<file path="config.mk">
export PLATFORM = sky130hd
export DESIGN_NAME = anubis_p_nibble_serializer
export DESIGN_NICKNAME = d
export VERILOG_FILES = /design/src/rtl/anubis_p_nibble_serializer.sv
export SDC_FILE = /design/constraint.sdc
export NUM_CORES = 1
export LEC_CHECK = 0
export BUFFER_PORTS_ARGS = -buffer_cell sky130_fd_sc_hd__buf_2
export CAP_MARGIN = 15
export CORE_MARGIN = 2
export CORE_UTILIZATION = 47
export CTS_CLUSTER_SIZE = 14
export DETAILED_ROUTE_END_ITERATION = 8
export PLACE_DENSITY = 0.87
export SLEW_MARGIN = 30
export SYNTH_ARGS = -nofsm -noshare
export SYNTH_HDL_FRONTEND = slang
export SYNTH_SLANG_ARGS = --single-unit
export TNS_END_PERCENT = 10
</file>
<file path="constraint.sdc">
create_clock -name clk -period 12 [get_ports clk]
set_input_delay 2.4 -clock clk [delete_from_list [all_inputs] [get_ports clk]]
set_output_delay 2.4 -clock clk [all_outputs]
set_load 0.02 [all_outputs]
</file>
<file path="src/rtl/anubis_p_nibble_serializer.sv">
// Nibble-serial Anubis P mini-box substitution: accepts a word, substitutes
// NPC nibbles per clock LSB-first in place, then holds the result for the consumer.
module anubis_p_nibble_serializer #(
  parameter int DATA_W = 128,
  parameter int NPC    = 1
) (
  input  logic              clk,
  input  logic              rst,
  input  logic              in_valid,
  output logic              in_ready,
  input  logic [DATA_W-1:0] in_data,
  output logic              out_valid,
  input  logic              out_ready,
  output logic [DATA_W-1:0] out_data,
  output logic              busy
);

  localparam int GW = 4 * NPC;
  localparam int G  = DATA_W / GW;
  localparam int CW = (G > 1) ? $clog2(G) : 1;

  typedef enum logic [1:0] {
    S_IDLE = 2'd0,
    S_RUN  = 2'd1,
    S_DONE = 2'd2
  } state_t;

  generate
    if ((DATA_W % GW) != 0 || DATA_W < GW) begin : g_param_check
      $error("anubis_p_nibble_serializer: DATA_W must be a positive multiple of 4*NPC");
    end
  endgenerate

  // Anubis P mini-box; it is an involution, so applying it twice is identity.
  function automatic logic [3:0] p_box(input logic [3:0] x);
    logic [3:0] y;
    case (x)
      4'h0:    y = 4'h3;
      4'h1:    y = 4'hF;
      4'h2:    y = 4'hE;
      4'h3:    y = 4'h0;
      4'h4:    y = 4'h5;
      4'h5:    y = 4'h4;
      4'h6:    y = 4'hB;
      4'h7:    y = 4'hC;
      4'h8:    y = 4'hD;
      4'h9:    y = 4'hA;
      4'hA:    y = 4'h9;
      4'hB:    y = 4'h6;
      4'hC:    y = 4'h7;
      4'hD:    y = 4'h8;
      4'hE:    y = 4'h2;
      default: y = 4'h1;
    endcase
    return y;
  endfunction

  state_t            state_p0, state_d;
  logic [CW-1:0]     cnt_p0, cnt_d;
  logic [DATA_W-1:0] data_p0, data_d;
  logic [GW-1:0]     grp_in, grp_out;

  // Current nibble group through NPC parallel P boxes
  always_comb begin
    grp_in  = data_p0[int'(cnt_p0)*GW +: GW];
    grp_out = '0;
    for (int i = 0; i < NPC; i++) begin
      grp_out[i*4 +: 4] = p_box(grp_in[i*4 +: 4]);
    end
  end

  always_comb begin
    state_d   = state_p0;
    cnt_d     = cnt_p0;
    data_d    = data_p0;
    in_ready  = 1'b0;
    out_valid = 1'b0;
    busy      = 1'b0;
    case (state_p0)
      S_IDLE: begin
        in_ready = 1'b1;
        if (in_valid) begin
          data_d  = in_data;
          cnt_d   = '0;
          state_d = S_RUN;
        end
      end
      S_RUN: begin
        busy = 1'b1;
        data_d[int'(cnt_p0)*GW +: GW] = grp_out;
        if (cnt_p0 == CW'(G - 1)) begin
          cnt_d   = '0;
          state_d = S_DONE;
        end else begin
          cnt_d = cnt_p0 + 1'b1;
        end
      end
      S_DONE: begin
        busy      = 1'b1;
        out_valid = 1'b1;
        if (out_ready) begin
          state_d = S_IDLE;
        end
      end
      default: state_d = S_IDLE;
    endcase
  end

  // State register; the data register is cleared too so out_data reads zero after reset
  always_ff @(posedge clk or posedge rst) begin
    if (rst) begin
      state_p0 <= S_IDLE;
      cnt_p0   <= '0;
      data_p0  <= '0;
    end else begin
      state_p0 <= state_d;
      cnt_p0   <= cnt_d;
      data_p0  <= data_d;
    end
  end

  assign out_data = data_p0;

endmodule

</file>
# [Word level (Yosys, flattened, before mapping)]
# Memories as Yosys holds them, arrays and structs flattened.
# Cells that the tools add are included.
[classes] n_addsub=2 n_eq_ne=6 shift=3 mux=13 n_reduce_logical=5
[op_table] operator="128-bit case mux with 2 select lines" count=1
[op_table] operator="128-bit bitwise mux" count=1
[op_table] operator="128-bit 2-to-1 mux" count=1
[op_table] operator="4-bit by 33-bit variable shift with 128-bit output (first input constant)" count=1
[op_table] operator="128-bit by 8-bit variable part select with 4-bit output" count=1
[op_table] operator="4-bit by 33-bit variable part select with 128-bit output" count=1
[op_table] operator="7-bit negation with 33-bit output" count=1
[op_table] operator="5-bit 2-to-1 mux" count=2
[op_table] operator="5-bit case mux with 2 select lines" count=1
[op_table] operator="2-bit 2-to-1 mux" count=3
[op_table] operator="2-bit != test (second input constant)" count=3
[op_table] operator="2-bit case mux with 3 select lines" count=1
[op_table] operator="5-bit by 1-bit adder with 5-bit output (second input constant)" count=1
[op_table] operator="5-bit == test (second input constant)" count=1
[op_table] operator="1-bit 2-to-1 mux" count=3
[op_table] operator="3-bit AND reduction" count=1
[op_table] operator="2-bit by 1-bit == test with 1-bit output (second input constant)" count=1
[op_table] operator="2-bit == test (second input constant)" count=1
[op_table] operator="2-bit logical NOT" count=1
[op_table] operator="2-bit AND reduction" count=1
[op_table] operator="2-bit nonzero test" count=1
[op_table] operator="2-bit OR reduction" count=1
[totals] ff_bits=135 romBits=64 output_inout_bits=131 wordCells=33 mem_count=1
[memory_table] memory="(no name shown)" words=16 word_bits=4 read_ports=1 rd_clocked_by_memory_dff=0 wr=0 line="37" source="case (x)"

# [Logic depth before layout (Yosys ltp)]
# Gate-level depths: netlist of run 1.
# An unclocked memory read counts as a cell.
[logic_depth] ltp_word=5 ltp_mapped=14 depth_no_buf=12

# [Least setup slack after synthesis of run 1]
# Ideal clock, no wire load.
[synth_timing] path_type="input -> register" startpoint="input port in_valid" endpoint="register data_p0[64] (netlist: out_data[64])" t_arrival_ns=3.552 required_ns=11.872 setup_slack_ns=8.320 stages=7 cell_sequence="nand2_1 > o21ai_0 > clkbuf_1 > clkbuf_1 > o21ai_0 > a21oi_1 > o21ai_0"
[synth_via] elab_chain_len=2
[synth_rtl] element="from (decl)" line="9" source="input logic in_valid,"
[synth_rtl] element="2-bit != test (no line)"
[synth_rtl] element="2-bit AND reduction (no line)"
[synth_rtl] element="to (signal assigned)" line="118" source="data_p0 <= data_d;"
[synth_rtl] element="to (decl)" line="60" source="logic [DATA_W-1:0] data_p0, data_d;"
# No other way between the ends.
# A chain may end at the register's enable or synchronous reset.

# [Worst setup path in the final report of run 1]
[layout_timing] startpoint="register cnt_p0[2]" endpoint="register data_p0[54] (netlist: out_data[54])"
[layout_via] elab_chain_len=5 elab_cells_between_ends=7
[layout_rtl] element="from (decl)" line="59" source="logic [CW-1:0] cnt_p0, cnt_d;"
[layout_rtl] element="from (signal assigned)" line="117" source="cnt_p0 <= cnt_d;"
[layout_rtl] element="128-bit by 8-bit variable part select with 4-bit output" line="65" source="grp_in = data_p0[int'(cnt_p0)*GW +: GW];"
[layout_rtl] element="memory read 16 x 4 bit"
[layout_rtl] element="4-bit by 33-bit variable part select with 128-bit output" line="90" source="data_d[int'(cnt_p0)*GW +: GW] = grp_out;"
[layout_rtl] element="128-bit bitwise mux (*)" line="90"
[layout_rtl] element="128-bit case mux with 2 select lines (*)" line="79" source="case (state_p0)"
# Every way passes the cells marked *; elsewhere a longest branch is shown, timed or not.

==> metrics.md, run 1 <==
| Metric | Value |
|---|---|
| CP startpoint kind | flop |
| Combinational share of power | 0.605 |
| Synth Net Count | 928 |
| CP top delay family | buffers and inverters |
| Clk pwr share | 0.145 |
| Most Used Layer, Global Route | met2 |
| Reg clk slew, reported paths | 0.06 ns |
| Status | finished, final reports clean |
| Peak per-stage delay on the critical path | 0.70 ns |
| Maximum clock insertion buffer count | 2 |
| Final Hold Fails | 0 |
| Final setup viols | 0 |
| Met3 usage | 0.0692 |
| Post-CTS Repair Setup Buffers | 0 |
| Ranking of synthesized cells by area | dfrtp_1 45%, mux4_2 8.9%, o21ai_0 8.9% |
| Post-synth EDFFs | 0 |
| Share of Yosys cell area claimed by the top area cell type | 0.446 |
| Sequential cell area fraction in the yosys report | 0.446 |
| DRC errors left | 0 |
| TritonRoute pass-1 iters | 6 |
| Met1 global-route usage | 0.450 |
| Htree depth | 4 |
| CTS Buf Count | 17 |
| Final count of pins violating max slew | 0 |
| Leak Pwr | 4.56 nW |
| Pin count of the biggest net entering global routing | 104 |
| CP bufs+invs | 3 |
| Total gr overflow | 0 |
| Worst slew pin tran | 0.936 ns |
| Die height | 131 um |
| Synthesized cell area | 0.00757 mm2 |
| Post-route setup TNS | 0 ns |
| RD Place Congestion | 0.965 |
| Drt wl/cell | 22.7 um |
| Area growth syn-to-layout | 26.9% |
| Most frequent CP cell | buf_4 |
| Sw Share | 0.531 |
| Synth async-reset ratio | 1.00 |
| Flop pwr share | 0.250 |
| GRT Total Usage | 0.333 |
| Starting Density | 0.478 |
| Worst slew margin | 0.376 |
| Vias per Instance | 6.50 |
| Row Count | 46 |
| Syn Inst Count | 787 |
| Most frequent cells in the layout | 262 x buf_2, 135 x dfrtp_1, 133 x o21ai_0 |
| Vias in the first global route | 7657 |
| Skew final | 0.00860 ns |
| VDD IR max | 0.210 mV |
| I/O Buffers | 262 |
| Fillers | 1349 |
| Hold_buf cts | 0 |
| Leading area contributor after synthesis | dfrtp_1 |
| Synth Flop Type | dfrtp_1 |
| Mean Syn Cell Area | 9.62 um2 |
| Initial antenna violation count | 1 |
| Area of the multi-input gates | 0.00393 mm2 |
| Setup crit end kind | flop |
| Vias | 8154 |
| Post-synth cell types | 47 |
| Iter 0 DRT Violations | 1163 |
| Tightest Hold Check Type | flop to flop |
| CTS tree | yes |
| Die area | 0.0171 mm2 |
| Resize count post-CTS | 0 |
| CP max stage cell | nor4_2 |
| Hold Slack | 0.500 ns |
| Chip width | 131 um |
| Most common library cell in the layout ignoring fill and taps | buf_2 |
| Final Non-Filler Cells | 1255 |
| Root buf cell | clkbuf_16 |
| Share of post-route cells with drive strength above 1 | 0.337 |
| Switching pwr | 0.00194 W |
| GR Util met2 | 0.520 |
| First-pass GRT wire length | 42500 um |
| Final WL | 28500 um |
| IO Count | 263 |
| Fmax | 0.245 GHz |
| Unrepaired setup endpoints after global routing | no |
| Final min period | 4.08 ns |
| Seq. cell area | 0.00338 mm2 |
| CP cell instances | buf_4, mux4_2, o22ai_1, nor4_2, inv_1, ha_1, xnor2_1, mux2i_4, buf_4, o21ai_0 |
| Seq cells post-synth | 135 |
| Clock tree sinks | 135 |
| Critical path class | flop to flop |
| Detailed Place HPWL | 20000 um |
| PD cells | 381 mW/mm2 |
| Data required time of the worst path | 12.30 ns |
| Core Area | 0.0158 mm2 |
| WP data arrival | 4.38 ns |
| Clk_lat worst skew | 0.43 ns |
| Dpl cells | 1222 |
| Int Pwr | 0.00172 W |
| Fin crit share | 0.340 |
| CP max FO | 29 |
| Max-Cap Viols | 0 |
| ANT nets after route | 0 |
| Nets | 1166 |
| Syn. warnings | 0 |
## power by group through the flow
stage | Combinational (W) | Clock (W) | Sequential, W
finish | 0.00222 | 0.000530 | 0.000916
global route | 0.00236 | 0.000549 | 0.000933
CTS | 0.00214 | 0.000528 | 0.000902
detailed placement | 0.00213 | 0 | 0.000904
global placement | 0.00208 | 0 | 0.000902
floorplan | 0.00123 | 0 | 0.00108
## tightest hold or removal path: stages (launching register included)
cell and delay [ns]:
dfrtp_1 0.35, a21oi_1 0.06, o21ai_0 0.05
## routing by layer
layer | part of all wire | vias up
met5 | 0 | -
met4 | 0.041 | 0
met3 | 0.12 | 111
met2 | 0.47 | 661
met1 | 0.37 | 3918
li1 | - | 3464
## path summary, 6_finish.rpt
kind                          startpoint             to  slack, ns  depth (start not counted)
max                            cnt_p0[2]   out_data[54]       7.92                         10
min reg2reg                out_data[123]  out_data[123]       0.50                          2
min in group asynchronous            rst   out_data[70]       2.13                          2
min                        out_data[123]  out_data[123]       0.50                          2
max reg2reg                    cnt_p0[2]   out_data[54]       7.92                         10
max in group asynchronous            rst   out_data[51]       8.73                          3
## Yosys cell counts, types with 3 or more instances
library cell,count
a21oi_1,69
a22oi_1,64
and3_1,67
buf_2,19
buf_4,4
buf_6,3
clkbuf_1,28
dfrtp_1,135
ha_1,9
inv_1,10
mux2_2,3
mux2i_1,5
mux4_2,30
nand2_1,80
nand2b_1,4
nand3_1,13
nor2_1,18
nor3_1,7
o21ai_0,134
o21ai_1,32
o221ai_1,3
o22ai_1,10
or2_2,3
or3_1,6
xnor2_1,3
## stage by stage
stage / worst slack (ns) / util / instance area, um2 / power (W)
after detailed placement: 7.73 / 0.570 / 9010 / 0.00303
after floorplan: 5.99 / - / 7570 / 0.00230
after CTS: 7.77 / 0.606 / 9600 / 0.00357
after global routing: 7.77 / 0.607 / 9610 / 0.00384
final: 7.92 / 0.607 / 9610 / 0.00366
after global placement: 7.84 / 0.570 / 9010 / 0.00298
## logic make-up (layout without fill, tap and decap cells)
family | count (synthesis) | count (layout) | synth area share
simple gates | 210 | 210 | 0.142
flops | 135 | 135 | 0.446
buf+inv | 66 | 317 | 0.0408
mux | 41 | 41 | 0.109
compound gates | 322 | 322 | 0.242
xor+xnor | 4 | 4 | 0.00463
fa+ha+maj | 9 | 9 | 0.0149
other cells | 0 | 1 | 0
## state kept, by name (all words and copies together) (netlist names)
register  cells
cnt_p0        5
out_data    128
state_p0      2
## final cells by class
type | instances | area share
diodes | 1 | 0.000260
clock buffers | 22 | 0.0473
clock inverters | 10 | 0.0133
inverters | 11 | 0.00456
multi-input cells | 586 | 0.409
flip-flops and latches | 135 | 0.351
well taps | 216 | 0.0281
repair buffers | 274 | 0.146
Note: power is estimated with default switching activity, not from simulation.
==> run 2: changes to the inputs <==
Clock period 12 ns to 3.9 ns, I/O delays scaled along.
==> metrics.md, run 2 (synthesis gave the netlist of run 1 again) <==
| Metric | Value |
|---|---|
| PD cells | 1160 mW/mm2 |
| Reg clk slew, reported paths | 0.06 ns |
| Area growth syn-to-layout | 28.1% |
| DP Worst Slack | 0.353 ns |
| CTS Buf Count | 17 |
| Vias per Instance | 6.37 |
| Final WL | 28500 um |
| Resize count post-CTS | 0 |
| Vias in the first global route | 7627 |
| Hold Slack | 0.527 ns |
| CP startpoint kind | flop |
| Fin crit share | 0.867 |
| Final Hold Fails | 0 |
| Max-Cap Viols | 0 |
| Drt wl/cell | 22.6 um |
| Clock tree sinks | 135 |
| Most common library cell in the layout ignoring fill and taps | buf_2 |
| Worst slew pin tran | 0.805 ns |
| Pin count of the biggest net entering global routing | 136 |
| Htree depth | 4 |
| Post-CTS Repair Setup Buffers | 0 |
| I/O Buffers | 262 |
| Tightest Hold Check Type | flop to flop |
| RD Place Congestion | 0.993 |
| Skew final | 0.0124 ns |
| Min setup slack post-route | 0.518 ns |
| Row Count | 46 |
| Leak Pwr | 4.59 nW |
| Hold_buf cts | 0 |
| Final count of pins violating max slew | 0 |
| Maximum clock insertion buffer count | 2 |
| Fmax | 0.296 GHz |
| Die height | 131 um |
| CP max FO | 32 |
| Max reg flops | 128 |
| Finished Cell Area | 0.00970 mm2 |
| Data required time of the worst path | 4.18 ns |
| Setup crit end kind | flop |
| Share of post-route cells with drive strength above 1 | 0.346 |
| Unrepaired setup endpoints after global routing | no |
| Total gr overflow | 0 |
| Initial antenna violation count | 1 |
| Worst slew margin | 0.459 |
| Starting Density | 0.478 |
| Root buf cell | clkbuf_16 |
| Most frequent cells in the layout | 262 x buf_2, 134 x dfrtp_1, 133 x o21ai_0 |
| CTS tree | yes |
| Final setup viols | 0 |
| Chip width | 131 um |
| Final min period | 3.38 ns |
| IO Count | 263 |
| Critical path class | flop to flop |
| Detailed Place HPWL | 20300 um |
| Post-route setup TNS | 0 ns |
| DP Area | 0.00911 mm2 |
| DRC errors left | 0 |
| First-pass GRT wire length | 42400 um |
| Clk_lat worst skew | 0.43 ns |
| Vias | 8041 |
| Status | finished, final reports clean |
| Core Area | 0.0158 mm2 |
| VDD IR max | 1.03 mV |
| GRT Total Usage | 0.335 |
| Overall power | 0.0113 W |
| Nets | 1173 |
| Iter 0 DRT Violations | 949 |
| ANT nets after route | 0 |
| TritonRoute pass-1 iters | 8 |
| WP data arrival | 3.66 ns |
| Die area | 0.0171 mm2 |
## run 2: changes by cell type in the layout (fill, tap and decap cells not counted), sizes merged
cell and delta:
buf +7, clkbuf -2, clkinv -1, clkinvlp +5
bufinv -1, inv -1
## run 2: path summary, 6_finish.rpt
| check | from | end | slack (ns) | depth (start not counted) |
|---|---|---|---|---|
| max | cnt_p0[3] | out_data[79] | 0.52 | 11 |
| min | out_data[125] | out_data[125] | 0.53 | 2 |
| max reg2reg | cnt_p0[3] | out_data[79] | 0.52 | 11 |
| min reg2reg | out_data[125] | out_data[125] | 0.53 | 2 |
| max in group asynchronous | rst | cnt_p0[0] | 2.77 | 3 |
| min in group asynchronous | rst | out_data[76] | 0.57 | 3 |
## run 2: final cells by class
type	instances	area (um2)
clock buffer	20	467
inverter	11	45.0
timing repair buffer	281	1490
clock inverter	12	126
sequential	135	3380
multi-input combinational	586	3920
tap	216	270
fill	1384	6120
antenna	1	2.50
## run 2: metal layers
layer / wire length [um] / GRT usage / vias up
met4: 1170 / 0.161 / 0
met3: 3070 / 0.0733 / 105
met5: 0 / 0 / -
li1: - / - / 3466
met2: 13800 / 0.536 / 606
met1: 10500 / 0.437 / 3864
## run 2: power by group
part           switching, W  leakage (nW)  internal, W  total [W]
combinational       0.00462          2.64      0.00225    0.00687
clock              0.000624         0.280     0.000986    0.00161
sequential         0.000705          1.67      0.00209    0.00279
## run 2: critical path, cell delays in order (launching register included)
cell,delay (ns)
dfrtp_1,0.56
nor2_1,0.52
nand2_1,0.15
o22ai_1,0.35
nor4_2,0.08
buf_4,0.17
inv_1,0.05
ha_1,0.25
mux2_2,0.30
a211oi_4,0.23
buf_4,0.38
o21ai_0,0.18
## run 2: stage by stage
stage,util,instances
floorplan,-,787
global placement,0.575,1229
detailed placement,0.575,1229
CTS,0.613,1261
global route,0.613,1262
finish,0.613,1262
